===== src/rtl/pipe_hazard_ctrl.sv =====
// Scoreboard-based hazard and forwarding controller for the in-order pipeline.
// Tracks in-flight register writes from EX to WB and issues stalls and forwarding selects.
module pipe_hazard_ctrl #(
  parameter int unsigned REG_AW   = 5,
  parameter int unsigned DEPTH    = 3,
  parameter int unsigned LOAD_LAT = 1,
  parameter int unsigned FW       = $clog2(DEPTH)
) (
  input  logic              clk,
  input  logic              reset,
  input  logic              id_valid,
  input  logic [REG_AW-1:0] id_rs,
  input  logic [REG_AW-1:0] id_rt,
  input  logic              id_use_rs,
  input  logic              id_use_rt,
  input  logic [REG_AW-1:0] id_rd,
  input  logic              id_reg_write,
  input  logic              id_is_load,
  input  logic              flush,
  output logic              stall,
  output logic              flush_if_id,
  output logic [FW-1:0]     fwd_a,
  output logic [FW-1:0]     fwd_b,
  output logic [15:0]       stall_cycles
);

  localparam int unsigned    CW        = FW + 1;
  localparam logic [CW-1:0]  AVAIL_ALU = CW'(1);
  localparam logic [CW-1:0]  AVAIL_LD  = CW'(1 + LOAD_LAT);
  localparam logic [FW-1:0]  LAST      = FW'(DEPTH - 1);

  logic [DEPTH-1:0]  sb_valid;
  logic [DEPTH-1:0]  sb_load;
  logic [REG_AW-1:0] sb_rd [DEPTH];

  logic          hit_a, hit_b, ld_a, ld_b, haz_a, haz_b, accept;
  logic [FW-1:0] k_a, k_b, sel_a, sel_b;

  always_comb begin
    hit_a = 1'b0;
    hit_b = 1'b0;
    ld_a  = 1'b0;
    ld_b  = 1'b0;
    k_a   = '0;
    k_b   = '0;
    // Scan oldest to youngest so the youngest matching producer wins.
    for (int unsigned i = 0; i < DEPTH; i++) begin
      if (id_use_rs && id_rs != '0 && sb_valid[DEPTH-1-i] && sb_rd[DEPTH-1-i] == id_rs) begin
        hit_a = 1'b1;
        k_a   = FW'(DEPTH - 1 - i);
        ld_a  = sb_load[DEPTH-1-i];
      end
      if (id_use_rt && id_rt != '0 && sb_valid[DEPTH-1-i] && sb_rd[DEPTH-1-i] == id_rt) begin
        hit_b = 1'b1;
        k_b   = FW'(DEPTH - 1 - i);
        ld_b  = sb_load[DEPTH-1-i];
      end
    end
  end

  // Producer in entry k sits in stage k+1 when the consumer reaches EX.
  assign haz_a = hit_a && (({1'b0, k_a} + CW'(1)) < (ld_a ? AVAIL_LD : AVAIL_ALU));
  assign haz_b = hit_b && (({1'b0, k_b} + CW'(1)) < (ld_b ? AVAIL_LD : AVAIL_ALU));

  assign sel_a = (hit_a && k_a != LAST) ? k_a + FW'(1) : '0;
  assign sel_b = (hit_b && k_b != LAST) ? k_b + FW'(1) : '0;

  assign stall       = (haz_a | haz_b) & id_valid & ~flush;
  assign flush_if_id = flush;
  assign accept      = id_valid & ~stall & ~flush;

  always_ff @(posedge clk or posedge reset) begin
    if (reset) begin
      sb_valid     <= '0;
      sb_load      <= '0;
      for (int unsigned i = 0; i < DEPTH; i++) sb_rd[i] <= '0;
      fwd_a        <= '0;
      fwd_b        <= '0;
      stall_cycles <= '0;
    end else begin
      sb_valid <= {sb_valid[DEPTH-2:0], accept & id_reg_write & (id_rd != '0)};
      sb_load  <= {sb_load[DEPTH-2:0], accept & id_is_load};
      for (int unsigned i = 1; i < DEPTH; i++) sb_rd[i] <= sb_rd[i-1];
      sb_rd[0] <= id_rd;
      fwd_a    <= accept ? sel_a : '0;
      fwd_b    <= accept ? sel_b : '0;
      if (stall && stall_cycles != '1) stall_cycles <= stall_cycles + 16'd1;
    end
  end

endmodule


===== config.mk =====
export PLATFORM = sky130hd
export DESIGN_NAME = pipe_hazard_ctrl
export DESIGN_NICKNAME = d
export VERILOG_FILES = /design/src/rtl/pipe_hazard_ctrl.sv
export SDC_FILE = /design/constraint.sdc
export NUM_CORES = 1
export LEC_CHECK = 0
export ABC_CLOCK_PERIOD_IN_PS = 5300
export CORE_AREA = 2 2 73 75
export DETAILED_ROUTE_END_ITERATION = 6
export DIE_AREA = 0 0 75 77
export PLACE_DENSITY = 0.82
export RECOVER_POWER = 100
export SKIP_LAST_GASP = 1
export SLEW_MARGIN = 20
export SYNTH_ARGS = -nofsm -noshare
export SYNTH_HDL_FRONTEND = slang
export SYNTH_SLANG_ARGS = --single-unit

===== constraint.sdc =====
create_clock -name clk -period 5.3 [get_ports clk]
set_input_delay 1.06 -clock clk [delete_from_list [all_inputs] [get_ports clk]]
set_output_delay 1.06 -clock clk [all_outputs]
set_load 0.1 [all_outputs]

==> Yosys cells after proc, flatten, opt, wreduce, memory -nomap -nowiden <==
Index checks and enable logic that the tools add are counted.
{ "op_classes": {"addsub": 5, "multipliers": 0, "div": 0, "n_lt_le_gt_ge": 2, "n_eq_ne": 9, "n_shift": 0, "mux": 24, "bitwise_logic": 10, "n_reduce_logical": 22} }
{ "op_table": {"columns": ["operator", "count"], "rows": [
  ["$eq A5 B5 Y1", 6],
  ["$mux W2", 12],
  ["$logic_and A1 B1 Y1", 19],
  ["$add A16 B1 Y16 const B", 1],
  ["$ne A16 B16 Y1 const B", 1],
  ["$reduce_bool A5 Y1", 3],
  ["$mux W1", 12],
  ["$and A1 B1 Y1", 7],
  ["$add A2 B1 Y3 const B", 2],
  ["$lt A3 B2 Y1", 2],
  ["$add A2 B1 Y2 const B", 2],
  ["$ne A2 B2 Y1 const B", 2],
  ["$not A1 Y1", 2],
  ["$or A1 B1 Y1", 1]
]} }
{ "word_totals": {"reg_bits": 41, "latch_bits": 0, "mem_bits_rw": 0, "rom_bits": 0, "in_bits": 23, "out_inout_bits": 22, "word_cells": 80, "mem_count": 0} }

==> Depth between registers and ports, before layout <==
Gate-level depths: netlist of run 1.
{ "logic_depth": {"depth_word": 18, "mapped_depth": 15} }

==> Least setup slack after synthesis of run 1 <==
Ideal clock, no wire load.
{ "synth_timing": {"path_kind": "input to output", "start": "input port id_rs[1]", "end": "output port stall", "arrival_ns": 4.478, "t_required_ns": 4.240, "slack_ns": -0.238, "stages": 11, "path_cell_list": "or4_1 -> o21a_1 -> nand4_1 -> inv_1 -> nor3_1 -> fa_1 -> nor2b_1 -> or2_2 -> o221ai_4 -> buf_2 -> and2_1"} }
{ "synth_between": {"elab_chain_cells": 13} }
{ "synth_lines": {"columns": ["element", "line_no", "text"], "rows": [
  ["from (decl)", "12", "input logic [REG_AW-1:0] id_rs,"],
  ["$reduce_bool A5 Y1", "48", "if (id_use_rs && id_rs != '0 && sb_valid[DEPTH-1-i] && sb_rd[DEPTH-1-i] == id_rs) begin"],
  ["$logic_and A1 B1 Y1 (3 in series)", "48", null],
  ["$mux W2 / $mux W1 (equally long branches) (3 in series)", "48", null],
  ["$add A2 B1 Y3 / $mux W2 (equally long branches)", "62", "assign haz_a = hit_a && (({1'b0, k_a} + CW'(1)) < (ld_a ? AVAIL_LD : AVAIL_ALU));"],
  ["$lt A3 B2 Y1", "62", null],
  ["$logic_and A1 B1 Y1 *", "62", null],
  ["$or A1 B1 Y1 *", "68", "assign stall = (haz_a | haz_b) & id_valid & ~flush;"],
  ["$and A1 B1 Y1 * (2 in series)", "68", null],
  ["to (decl)", "20", "output logic stall,"]
]} }
Mark *: on every way between the ends. The rest lies on a longest branch, timed or not.

==> Final worst setup path of run 1 <==
{ "layout_timing": {"start": "input port id_rt[4]", "end": "output port stall"} }
{ "layout_between": {"elab_chain_cells": 13} }
{ "layout_lines": {"columns": ["element", "line_no", "text"], "rows": [
  ["from (decl)", "13", "input logic [REG_AW-1:0] id_rt,"],
  ["$reduce_bool A5 Y1", "53", "if (id_use_rt && id_rt != '0 && sb_valid[DEPTH-1-i] && sb_rd[DEPTH-1-i] == id_rt) begin"],
  ["$logic_and A1 B1 Y1 (3 in series)", "53", null],
  ["$mux W2 / $mux W1 (equally long branches) (3 in series)", "53", null],
  ["$add A2 B1 Y3 / $mux W2 (equally long branches)", "63", "assign haz_b = hit_b && (({1'b0, k_b} + CW'(1)) < (ld_b ? AVAIL_LD : AVAIL_ALU));"],
  ["$lt A3 B2 Y1", "63", null],
  ["$logic_and A1 B1 Y1 *", "63", null],
  ["$or A1 B1 Y1 *", "68", null],
  ["$and A1 B1 Y1 * (2 in series)", "68", null]
]} }
Marks and branches as above.

==> results of run 1 <==
==> flip-flops by register name, summed over array words and instances, names as in the netlist <==
signal	cells
fwd_a	2
fwd_b	2
sb_rd	15
sb_valid	3
sb_load	3
stall_cycles	16
==> where the power goes <==
part	leakage [nW]	switching, mW	internal (mW)	total (mW)
registers	0.535	0.00940	0.321	0.330
clock network	0.0543	0.117	0.141	0.258
logic	0.877	0.0435	0.0389	0.0824
total	1.47	0.170	0.501	0.670
==> worst paths after layout <==
check,startpoint,depth (start not counted),end
setup / recovery,id_rt[4],13,stall
max in group asynchronous,reset,3,stall_cycles[8]
min in group asynchronous,reset,3,sb_rd[3]
hold / removal,sb_rd[7],0,sb_rd[2]
setup reg to reg,sb_rd[14],16,stall_cycles[1]
hold reg to reg,sb_rd[7],0,sb_rd[2]
==> cell families (layout without fill, tap and decap cells) <==
group / after synthesis / after routing / share of synthesized area (%)
AO/OA/AOI/OAI: 15 / 15 / 6.439
XOR/XNOR: 43 / 43 / 17.46
adder cells (fa/ha/maj): 6 / 6 / 4.177
buffers and inverters: 10 / 90 / 1.972
flip-flops: 41 / 41 / 47.56
multiplexers: 2 / 2 / 1.044
AND/OR/NAND/NOR: 83 / 83 / 21.35
==> Yosys cell counts (all sizes together) (5+ instances only) <==
library cell	number	share of area, %
nor2	15	2.6
xnor2	27	11
xor2	16	6.5
dfrtp	41	48
nand4	11	3.2
nand2	13	2.3
nor2b	5	1.8
nand3	11	2.6
and3	7	2.0
inv	7	1.2
==> layer usage <==
| metal | track usage, % | wire (um) | up-vias |
|---|---|---|---|
| li1 | - | - | 847 |
| met1 | 24.72 | 2281 | 888 |
| met3 | 3.285 | 231 | 12 |
| met2 | 31.67 | 2714 | 46 |
| met4 | 6.071 | 94 | 0 |
| met5 | 0 | 0 | - |
==> cell type report <==
| class | count | area (um^2) | share of cell area, % |
|---|---|---|---|
| multi-input cells | 149 | 1172 | 37.63 |
| flip-flops and latches | 41 | 1026 | 32.93 |
| repair buffers | 75 | 688.2 | 22.09 |
| well taps | 70 | 87.58 | 2.811 |
| clock buffers | 5 | 68.82 | 2.209 |
| clock inverters | 3 | 46.29 | 1.486 |
| inverters | 7 | 26.28 | 0.8434 |
==> critical path, stage by stage <==
cell and delay (ps):
dlygate4sd2_1 280, or4_4 570, o21ai_4 220, or2_2 170, nand2_1 80, or2_2 320
fa_1 560, nor2_1 80, or2_1 240, a2bb2oi_2 150, o221ai_4 140, and2_4 190
buf_12 170
==> through the flow <==
step	area, um^2	setup TNS (ps)	util, %	instances	power, mW
final	3115	0	62.59	350	0.6704
after global routing	3115	-89.55	62.59	350	0.6930
after CTS	3020	0	60.68	346	0.6705
after detailed placement	2845	-89.33	57.16	333	0.4134
after global placement	2845	-13.95	57.16	333	0.4122
after floorplan	2158	0	-	200	0.3731
==> repair_timing <==
item                       4_1_cts  5_1_grt
resized for setup               10       20
pin swaps                        4        9
buffers inserted                 5        4
setup endpoints to repair        1        1
==> results by group, run 1 <==
Critical path
  • Crit end category: primary output
  • Critical Path Start Type: primary input
  • Worst reg-to-reg setup slack: 1010 ps
  • Max FO, Critical Path: 4
  • Arr. time, crit path: 4220 ps
  • Crit Path Class: primary input to primary output
  • CP required: 4240 ps

Clock tree
  • CTS Sinks: 41
  • H-tree depth: 2
  • Num CTS Buffers: 5
  • Clock Pin Slew Worst Setup and Hold Paths: 90 ps
  • CTS tree: yes
  • Hold buffer count at CTS: 0
  • Clk_lat worst skew: 300 ps
  • Cell chosen for the clock root: clkbuf_8
  • Clock Tree Buf Depth: 2

Min path
  • Hold/Removal Path Class: flop to flop

Logic synthesis
  • Syn_nets: 229
  • Post-synth EDFFs: 0
  • Syn Inst Count: 200
  • Seq/Total Area, Yosys: 47.56%
  • Top FF cell, synth: dfrtp_1
  • Async SR Flop Fraction: 100.0%
  • Synth Register Bits: 41
  • Count of cell types in the netlist: 41
  • Synth Warn #: 0
  • Mapped Avg Cell Area: 10.79 um^2
  • Post-Syn Area: 2157 um^2

Routing
  • DRC viols: 0
  • Drt first-iter violations: 96
  • Total Routed Length: 5321 um
  • Via/cell ratio: 5.123
  • Routed Antenna Nets: 0
  • Post-DR wirelength/cell: 15.20 um
  • First-pass detailed-route iteration total: 4
  • Via count: 1793

STA
  • Max Slew Vio Count: 42
  • Final setup viols: 0
  • Minimum clock period: 5279 ps
  • Tcrit/Tclk final: 99.60%
  • Clock skew: 9.777 ps
  • Slack of the critical path: 21.42 ps
  • Worst-margin pin slew: 2206 ps
  • Maximum clock frequency: 0.1894 GHz
  • Final hold slack: 440.3 ps
  • Final Hold Vio Count: 0
  • Worst rel slew slack: -47.06%

Floorplan
  • Starting density of the core: 43.34%
  • Die Area: 5775 um^2
  • Top Ports: 45
  • Row Count: 26
  • Floorplan Core Area: 4977 um^2
  • Die W: 75 um
  • Die height: 77 um

Global route
  • First-pass GRT wire length: 8500 um
  • Largest net degree at the start of global routing: 42
  • Vias in the first global route: 1860
  • Gr usage total: 19.01%
  • Initial antenna violation count: 0
  • GR Overflow Total: 0

Final layout
  • Synth-to-Final Area Change: 44.43%
  • Fraction of layout cells with a size suffix above 1: 21.79%
  • Commonest non-fill, non-tap cell in the layout: dfrtp_1
  • Ant diodes: 0
  • Commonest cells after routing, fill and taps aside: dfrtp_1 (41), xnor2_1 (27), dlygate4sd3_1 (27), buf_4 (27), xor2_1 (16)
  • Fillers: 387
  • Fin nets: 308

Placement
  • Place WS: -89.33 ps
  • Port Buffers: 44
  • Routability cong.: 0.8664
  • DP Wirelength: 3617 um

Power
  • Worst vdd ir: 0.1532 mV
  • Power per cell area: 215.2 nW/um^2
  • Leak Pwr: 1.466 nW

Status
  • Failing checks: max-capacitance violations, max-slew violations
  • Status: finished, violations left

Run
  • Max cap viols: 1
No activity file was read; power rests on OpenSTA's default activity.
==> inputs of run 2 (changes only) <==
--- a/config.mk
+++ b/config.mk
@@ -11,6 +11,7 @@
 export DIE_AREA = 0 0 75 77
 export PLACE_DENSITY = 0.82
 export RECOVER_POWER = 100
+export REMOVE_ABC_BUFFERS = 1
 export SKIP_LAST_GASP = 1
 export SLEW_MARGIN = 20
 export SYNTH_ARGS = -nofsm -noshare
==> run 2 against run 1 <==
Net effect: the flow still finishes with violations (max-capacitance violations, max-slew violations); design area shrank 0.76%; critical path depth did not move; first-iteration DRC count increased by 45%; final cell count is 1.4% lower; combinational power decreased by 1%; wire length decreased by 0.68%; via count decreased by 1.8%; hold slack lost 15 ps; critical path type unchanged; largest cell class unchanged.
==> results by group, run 2 (same netlist as run 1, synthesis figures left out) <==
Floorplan
  • Die height: 77 um
  • Row Count: 26
  • Top Ports: 45
  • Die Area: 5775 um^2
  • Die W: 75 um
  • Floorplan Core Area: 4977 um^2
  • Starting density of the core: 43.34%

Final layout
  • Final core utilization: 62.12%
  • Fin nets: 303
  • Top reg by flops: stall_cycles
  • Ant diodes: 0
  • Max reg flops: 16
  • Finished Layout Cells: 345
  • Fraction of layout cells with a size suffix above 1: 20.36%
  • Synth-to-Final Area Change: 43.33%
  • Regs by FF count: stall_cycles: 16 flops, sb_rd: 15 flops
  • Commonest cells after routing, fill and taps aside: dfrtp_1 (41), dlygate4sd3_1 (27), xnor2_1 (26), buf_4 (24), xor2_1 (16)
  • Commonest non-fill, non-tap cell in the layout: dfrtp_1

Power
  • Power per cell area: 229.9 nW/um^2
  • Sw Share: 23.19%
  • Pwr Total: 710.7 uW
  • Gate power share: 11.5%
  • Reg power frac: 46.5%
  • Switching power: 164.8 uW
  • Leak Pwr: 1.453 nW
  • Clk pwr share: 42.1%
  • Pint: 545.9 uW
  • Worst vdd ir: 0.1703 mV

Status
  • Failing checks: max-capacitance violations, max-slew violations
  • Status: finished, violations left

Placement
  • DP Wirelength: 3677 um
  • Dpl cells: 335
  • Place WS: -103.1 ps
  • Port Buffers: 44
  • Routability cong.: 0.9155

STA
  • Final Hold Vio Count: 0
  • Minimum clock period: 5206 ps
  • Worst-margin pin slew: 2157 ps
  • Maximum clock frequency: 0.1921 GHz
  • Tcrit/Tclk final: 98.23%
  • Clock skew: 8.747 ps
  • Slack of the critical path: 93.70 ps
  • Worst rel slew slack: -43.81%
  • Max Slew Vio Count: 42
  • Final setup viols: 0
  • TNS Setup: 0 ps

Global route
  • First-pass GRT wire length: 8783 um
  • Gr usage total: 20.18%
  • GR Overflow Total: 0
  • Vias in the first global route: 1823
  • Largest net degree at the start of global routing: 42
  • Initial antenna violation count: 0

Critical path
  • Critical Path Start Type: primary input
  • Slowest CP cell: or4_4
  • Crit end category: primary output
  • Worst Path Buf+Inv: 2
  • Slowest stage delay, CP: 560 ps
  • Crit Path Class: primary input to primary output
  • R2R depth: 15
  • Max FO, Critical Path: 4
  • Critical-path cell list: dlygate4sd2_1 -> or4_4 -> o21ai_4 -> or2_4 -> nand2_1 -> or2_2 -> fa_1 -> nor2_2 -> or2_1 -> a2bb2oi_2 -> o221ai_4 -> and2_4 -> buf_12
  • Top Family by Delay on Critical Path: simple AND/OR/NAND/NOR gates
  • CP required: 4240 ps
  • Worst path depth: 13
  • Arr. time, crit path: 4150 ps

Clock tree
  • Clock Pin Slew Worst Setup and Hold Paths: 80 ps
  • H-tree depth: 2
  • CTS Sinks: 41
  • Clock Tree Buf Depth: 2
  • Clk_lat worst skew: 300 ps
  • Cell chosen for the clock root: clkbuf_8
  • CTS tree: yes
  • Num CTS Buffers: 5

Routing
  • First-pass detailed-route iteration total: 4
  • Via count: 1761
  • Routed Antenna Nets: 0
  • Drt first-iter violations: 139
  • Via/cell ratio: 5.104
  • Post-DR wirelength/cell: 15.32 um
  • Total Routed Length: 5285 um
  • DRC viols: 0

Min path
  • Hold depth: 0
  • Hold/Removal Path Class: flop to flop

Run
  • Max cap viols: 1
-- run 2: cell types whose count changed in the layout (fill, tap and decap cells not counted), sizes merged --
cell | previous run | this run
clkinvlp | 1 | 0
dlymetal6s2s | 6 | 4
bufinv | 1 | 2
buf | 28 | 25
clkbuf | 9 | 7
clkdlybuf4s15 | 1 | 0
clkdlybuf4s50 | 7 | 8
dlygate4sd2 | 2 | 4
-- run 2: worst register-to-register path: stages (launching register included) --
cell       delay (ps)
dfrtp_1           420
xor2_1            160
nor4_2            300
buf_4             160
nand2_1            40
nor2_1            190
nand2_1            60
or2_2             310
fa_1              560
nor2_2             60
or2_1             240
a2bb2oi_2         150
o221ai_4          140
clkbuf_1          580
nand2_1           210
mux2_1            350
-- run 2: area by class of cell --
cell class,count,area (um^2)
clock inverter,3,65.06
tap,70,87.58
clock buffer,5,68.82
fill,368,1886
multi-input combinational,149,1175
timing repair buffer,70,643.1
inverter,7,26.28
sequential,41,1026
-- run 2: timing repair --
| item | 4_1_cts | 5_1_grt |
|---|---|---|
| hold buffers | 0 | 0 |
| setup endpoints to repair | 1 | 1 |
| setup buffers | 2 | 0 |
| pin swaps | 9 | 9 |
| resized for setup | 18 | 10 |
-- run 2: metal layers --
metal / vias up / routed length, um / GRT usage, %
met3: 9 / 262 / 4.862
met4: 0 / 73 / 6.429
li1: 836 / - / -
met1: 868 / 2266 / 26.71
met2: 48 / 2682 / 32.19
met5: - / 0 / 0
-- run 2: final timing paths --
kind	startpoint	endpoint	slack [ps]
worst max-delay path	id_rt[2]	stall	90
worst min-delay path	sb_valid[1]	sb_valid[2]	430
worst max register to register	sb_rd[2]	stall_cycles[1]	1240
worst min register to register	sb_valid[1]	sb_valid[2]	430
max in group asynchronous	reset	sb_valid[0]	2080
min in group asynchronous	reset	sb_rd[1]	1990
-- run 2: power by group through the flow --
stage / Sequential, mW / Clock [mW] / Combinational (mW)
3_5_place_dp: 0.336 / 0 / 0.0793
3_3_place_gp: 0.336 / 0 / 0.0773
4_1_cts: 0.330 / 0.306 / 0.0818
2_1_floorplan: 0.338 / 0 / 0.0317
6_report: 0.330 / 0.299 / 0.0814
5_1_grt: 0.331 / 0.321 / 0.0877
-- run 2: stage by stage --
stage	hold WS (ps)	area, um^2
finish	425.3	3092
global route	429.7	3092
CTS	412.7	3057
detailed placement	395.8	2859
global placement	399.0	2859
floorplan	373.4	2141
==> inputs of run 3 (changes only) <==
--- a/config.mk
+++ b/config.mk
@@ -5,11 +5,11 @@
 export SDC_FILE = /design/constraint.sdc
 export NUM_CORES = 1
 export LEC_CHECK = 0
-export ABC_CLOCK_PERIOD_IN_PS = 5300
+export ABC_CLOCK_PERIOD_IN_PS = 5600
 export CORE_AREA = 2 2 73 75
 export DETAILED_ROUTE_END_ITERATION = 6
 export DIE_AREA = 0 0 75 77
-export PLACE_DENSITY = 0.82
+export PLACE_DENSITY = 0.7
 export RECOVER_POWER = 100
 export REMOVE_ABC_BUFFERS = 1
 export SKIP_LAST_GASP = 1
==> constraint.sdc (replaced) <==
create_clock -name clk -period 5.6 [get_ports clk]
set_input_delay 1.12 -clock clk [delete_from_list [all_inputs] [get_ports clk]]
set_output_delay 1.12 -clock clk [all_outputs]
set_load 0.1 [all_outputs]
==> run 3 against run 2 <==
Net effect: the flow still finishes with violations (max-capacitance violations, max-slew violations); register-to-register slack better by 460 ps; die area unchanged; count of clock-buffer cells in the layout increased by 2; sequential power down 5%; critical endpoint unchanged; via count fell by 6.0%; final cell count shrank 3.2%.
==> results by group, run 3 (same netlist as run 1, synthesis figures left out) <==
Final layout
  • Fin nets: 292
  • Ant diodes: 0
  • Top reg by flops: stall_cycles
  • Fraction of layout cells with a size suffix above 1: 14.77%
  • Finished Layout Cells: 334
  • Max reg flops: 16
  • Final core utilization: 58.65%
  • Synth-to-Final Area Change: 35.32%
  • Commonest cells after routing, fill and taps aside: dfrtp_1 (41), xnor2_1 (27), dlygate4sd3_1 (27), xor2_1 (16)
  • Commonest non-fill, non-tap cell in the layout: dfrtp_1
  • Regs by FF count: stall_cycles: 16 flops, sb_rd: 15 flops

Critical path
  • Crit end category: primary output
  • Max FO, Critical Path: 4
  • Worst Path Buf+Inv: 2
  • Worst flop-to-flop path endpoint: stall_cycles[12]
  • Worst reg-to-reg setup slack: 1700 ps
  • R2R depth: 15
  • R2r startpoint: sb_rd[2]
  • Arr. time, crit path: 4290 ps
  • Top Family by Delay on Critical Path: simple AND/OR/NAND/NOR gates
  • Slowest stage delay, CP: 540 ps
  • Crit Path Class: primary input to primary output
  • Cell mode on critical path: or2_4
  • Critical Path Start Type: primary input
  • Critical-path cell list: clkdlybuf4s50_1 -> or4_4 -> o21ai_2 -> or2_4 -> nand2_1 -> or2_4 -> fa_1 -> nor2_1 -> or2_1 -> a2bb2oi_2 -> o221ai_4 -> and2_4 -> buf_12
  • Slowest CP cell: or4_4
  • CP required: 4480 ps

Status
  • Failing checks: max-capacitance violations, max-slew violations
  • Status: finished, violations left

Routing
  • Via/cell ratio: 4.958
  • DRC viols: 0
  • Routed Antenna Nets: 0
  • First-pass detailed-route iteration total: 4
  • Via count: 1656
  • Post-DR wirelength/cell: 14.13 um
  • Drt first-iter violations: 59
  • Total Routed Length: 4720 um

STA
  • Final setup viols: 0
  • Final Hold Vio Count: 0
  • Clock skew: 10.66 ps
  • TNS Setup: 0 ps
  • Maximum clock frequency: 0.1847 GHz
  • Minimum clock period: 5413 ps
  • Worst-margin pin slew: 2173 ps
  • Tcrit/Tclk final: 96.67%
  • Max Slew Vio Count: 42
  • Slack of the critical path: 186.6 ps
  • Worst rel slew slack: -44.87%

Floorplan
  • Die height: 77 um
  • Die Area: 5775 um^2
  • Top Ports: 45
  • Starting density of the core: 43.34%
  • Die W: 75 um
  • Floorplan Core Area: 4977 um^2
  • Row Count: 26

Run
  • Max cap viols: 1

Min path
  • Worst-case hold path end point: sb_valid[2]
  • Hold path startpoint: sb_valid[1]
  • Hold/Removal Path Class: flop to flop
  • Hold depth: 0

Global route
  • Largest net degree at the start of global routing: 42
  • GR Overflow Total: 0
  • First-pass GRT wire length: 8038 um
  • Vias in the first global route: 1701
  • Gr usage total: 18.15%
  • Initial antenna violation count: 0

Placement
  • Port Buffers: 44
  • Place WS: 79.37 ps
  • Dpl cells: 325
  • Routability cong.: 0.8164
  • DP Wirelength: 3469 um

Clock tree
  • H-tree depth: 2
  • Clock Pin Slew Worst Setup and Hold Paths: 90 ps
  • Num CTS Buffers: 5
  • CTS Sinks: 41
  • Hold buffer count at CTS: 0
  • Clock Tree Buf Depth: 2
  • Clk_lat worst skew: 300 ps
  • CTS tree: yes
  • Cell chosen for the clock root: clkbuf_8

Power
  • Leak Pwr: 1.319 nW
  • Worst vdd ir: 0.1456 mV
  • Power per cell area: 206.0 nW/um^2
-- run 3: cell count changes in the layout (fill, tap and decap cells not counted), moves of 2 or more --
cell / delta
clkdlybuf4s50_1: +6
dlymetal6s2s_1: -2
bufinv_16: -2
clkbuf_8: +2
dlygate4sd2_1: -4
nor2b_4: -2
buf_4: -11
-- run 3: timing repair --
| item | in CTS | in global routing |
|---|---|---|
| setup endpoints to repair | 0 | 1 |
| setup buffers | 0 | 1 |
| resized for setup | 0 | 12 |
-- run 3: metrics by stage --
stage          cell area, um^2  total power, mW  hold slack, ps
3_3_place_gp              2784           0.3882           411.8
6_report                  2919           0.6014           423.0
3_5_place_dp              2784           0.3894           405.4
4_1_cts                   2885           0.6071           423.9
2_1_floorplan             2141           0.3496           373.4
5_1_grt                   2919           0.6241           453.7
-- run 3: power by group --
part | total, mW | internal (mW) | switching [mW] | leakage [nW]
Sequential | 0.312 | 0.304 | 0.00833 | 0.535
Combinational | 0.0715 | 0.0337 | 0.0378 | 0.730
Clock | 0.218 | 0.112 | 0.106 | 0.0542
-- run 3: final cells by class --
type / instances / area, um^2
well taps: 70 / 87.58
multi-input cells: 149 / 1117
fillers: 455 / 2058
repair buffers: 59 / 560.5
inverters: 7 / 26.28
clock inverters: 1 / 5.005
clock buffers: 7 / 96.34
flip-flops and latches: 41 / 1026
-- run 3: worst max path at each step --
stage,startpoint,end,slack (ps),depth (start not counted)
CTS,id_rs[1],stall,70,14
finish,id_rt[2],stall,190,13
floorplan,id_rs[1],stall,20,10
global placement,id_rs[1],stall,100,14
detailed placement,id_rt[2],stall,80,13
global route,id_rs[2],stall,-7,14
-- run 3: routing by layer --
layer | track usage, % | share of wire [%]
met1 | 24.43 | 45
met2 | 29.21 | 50
met3 | 4.074 | 3.5
met4 | 4.821 | 1.1
met5 | 0 | 0
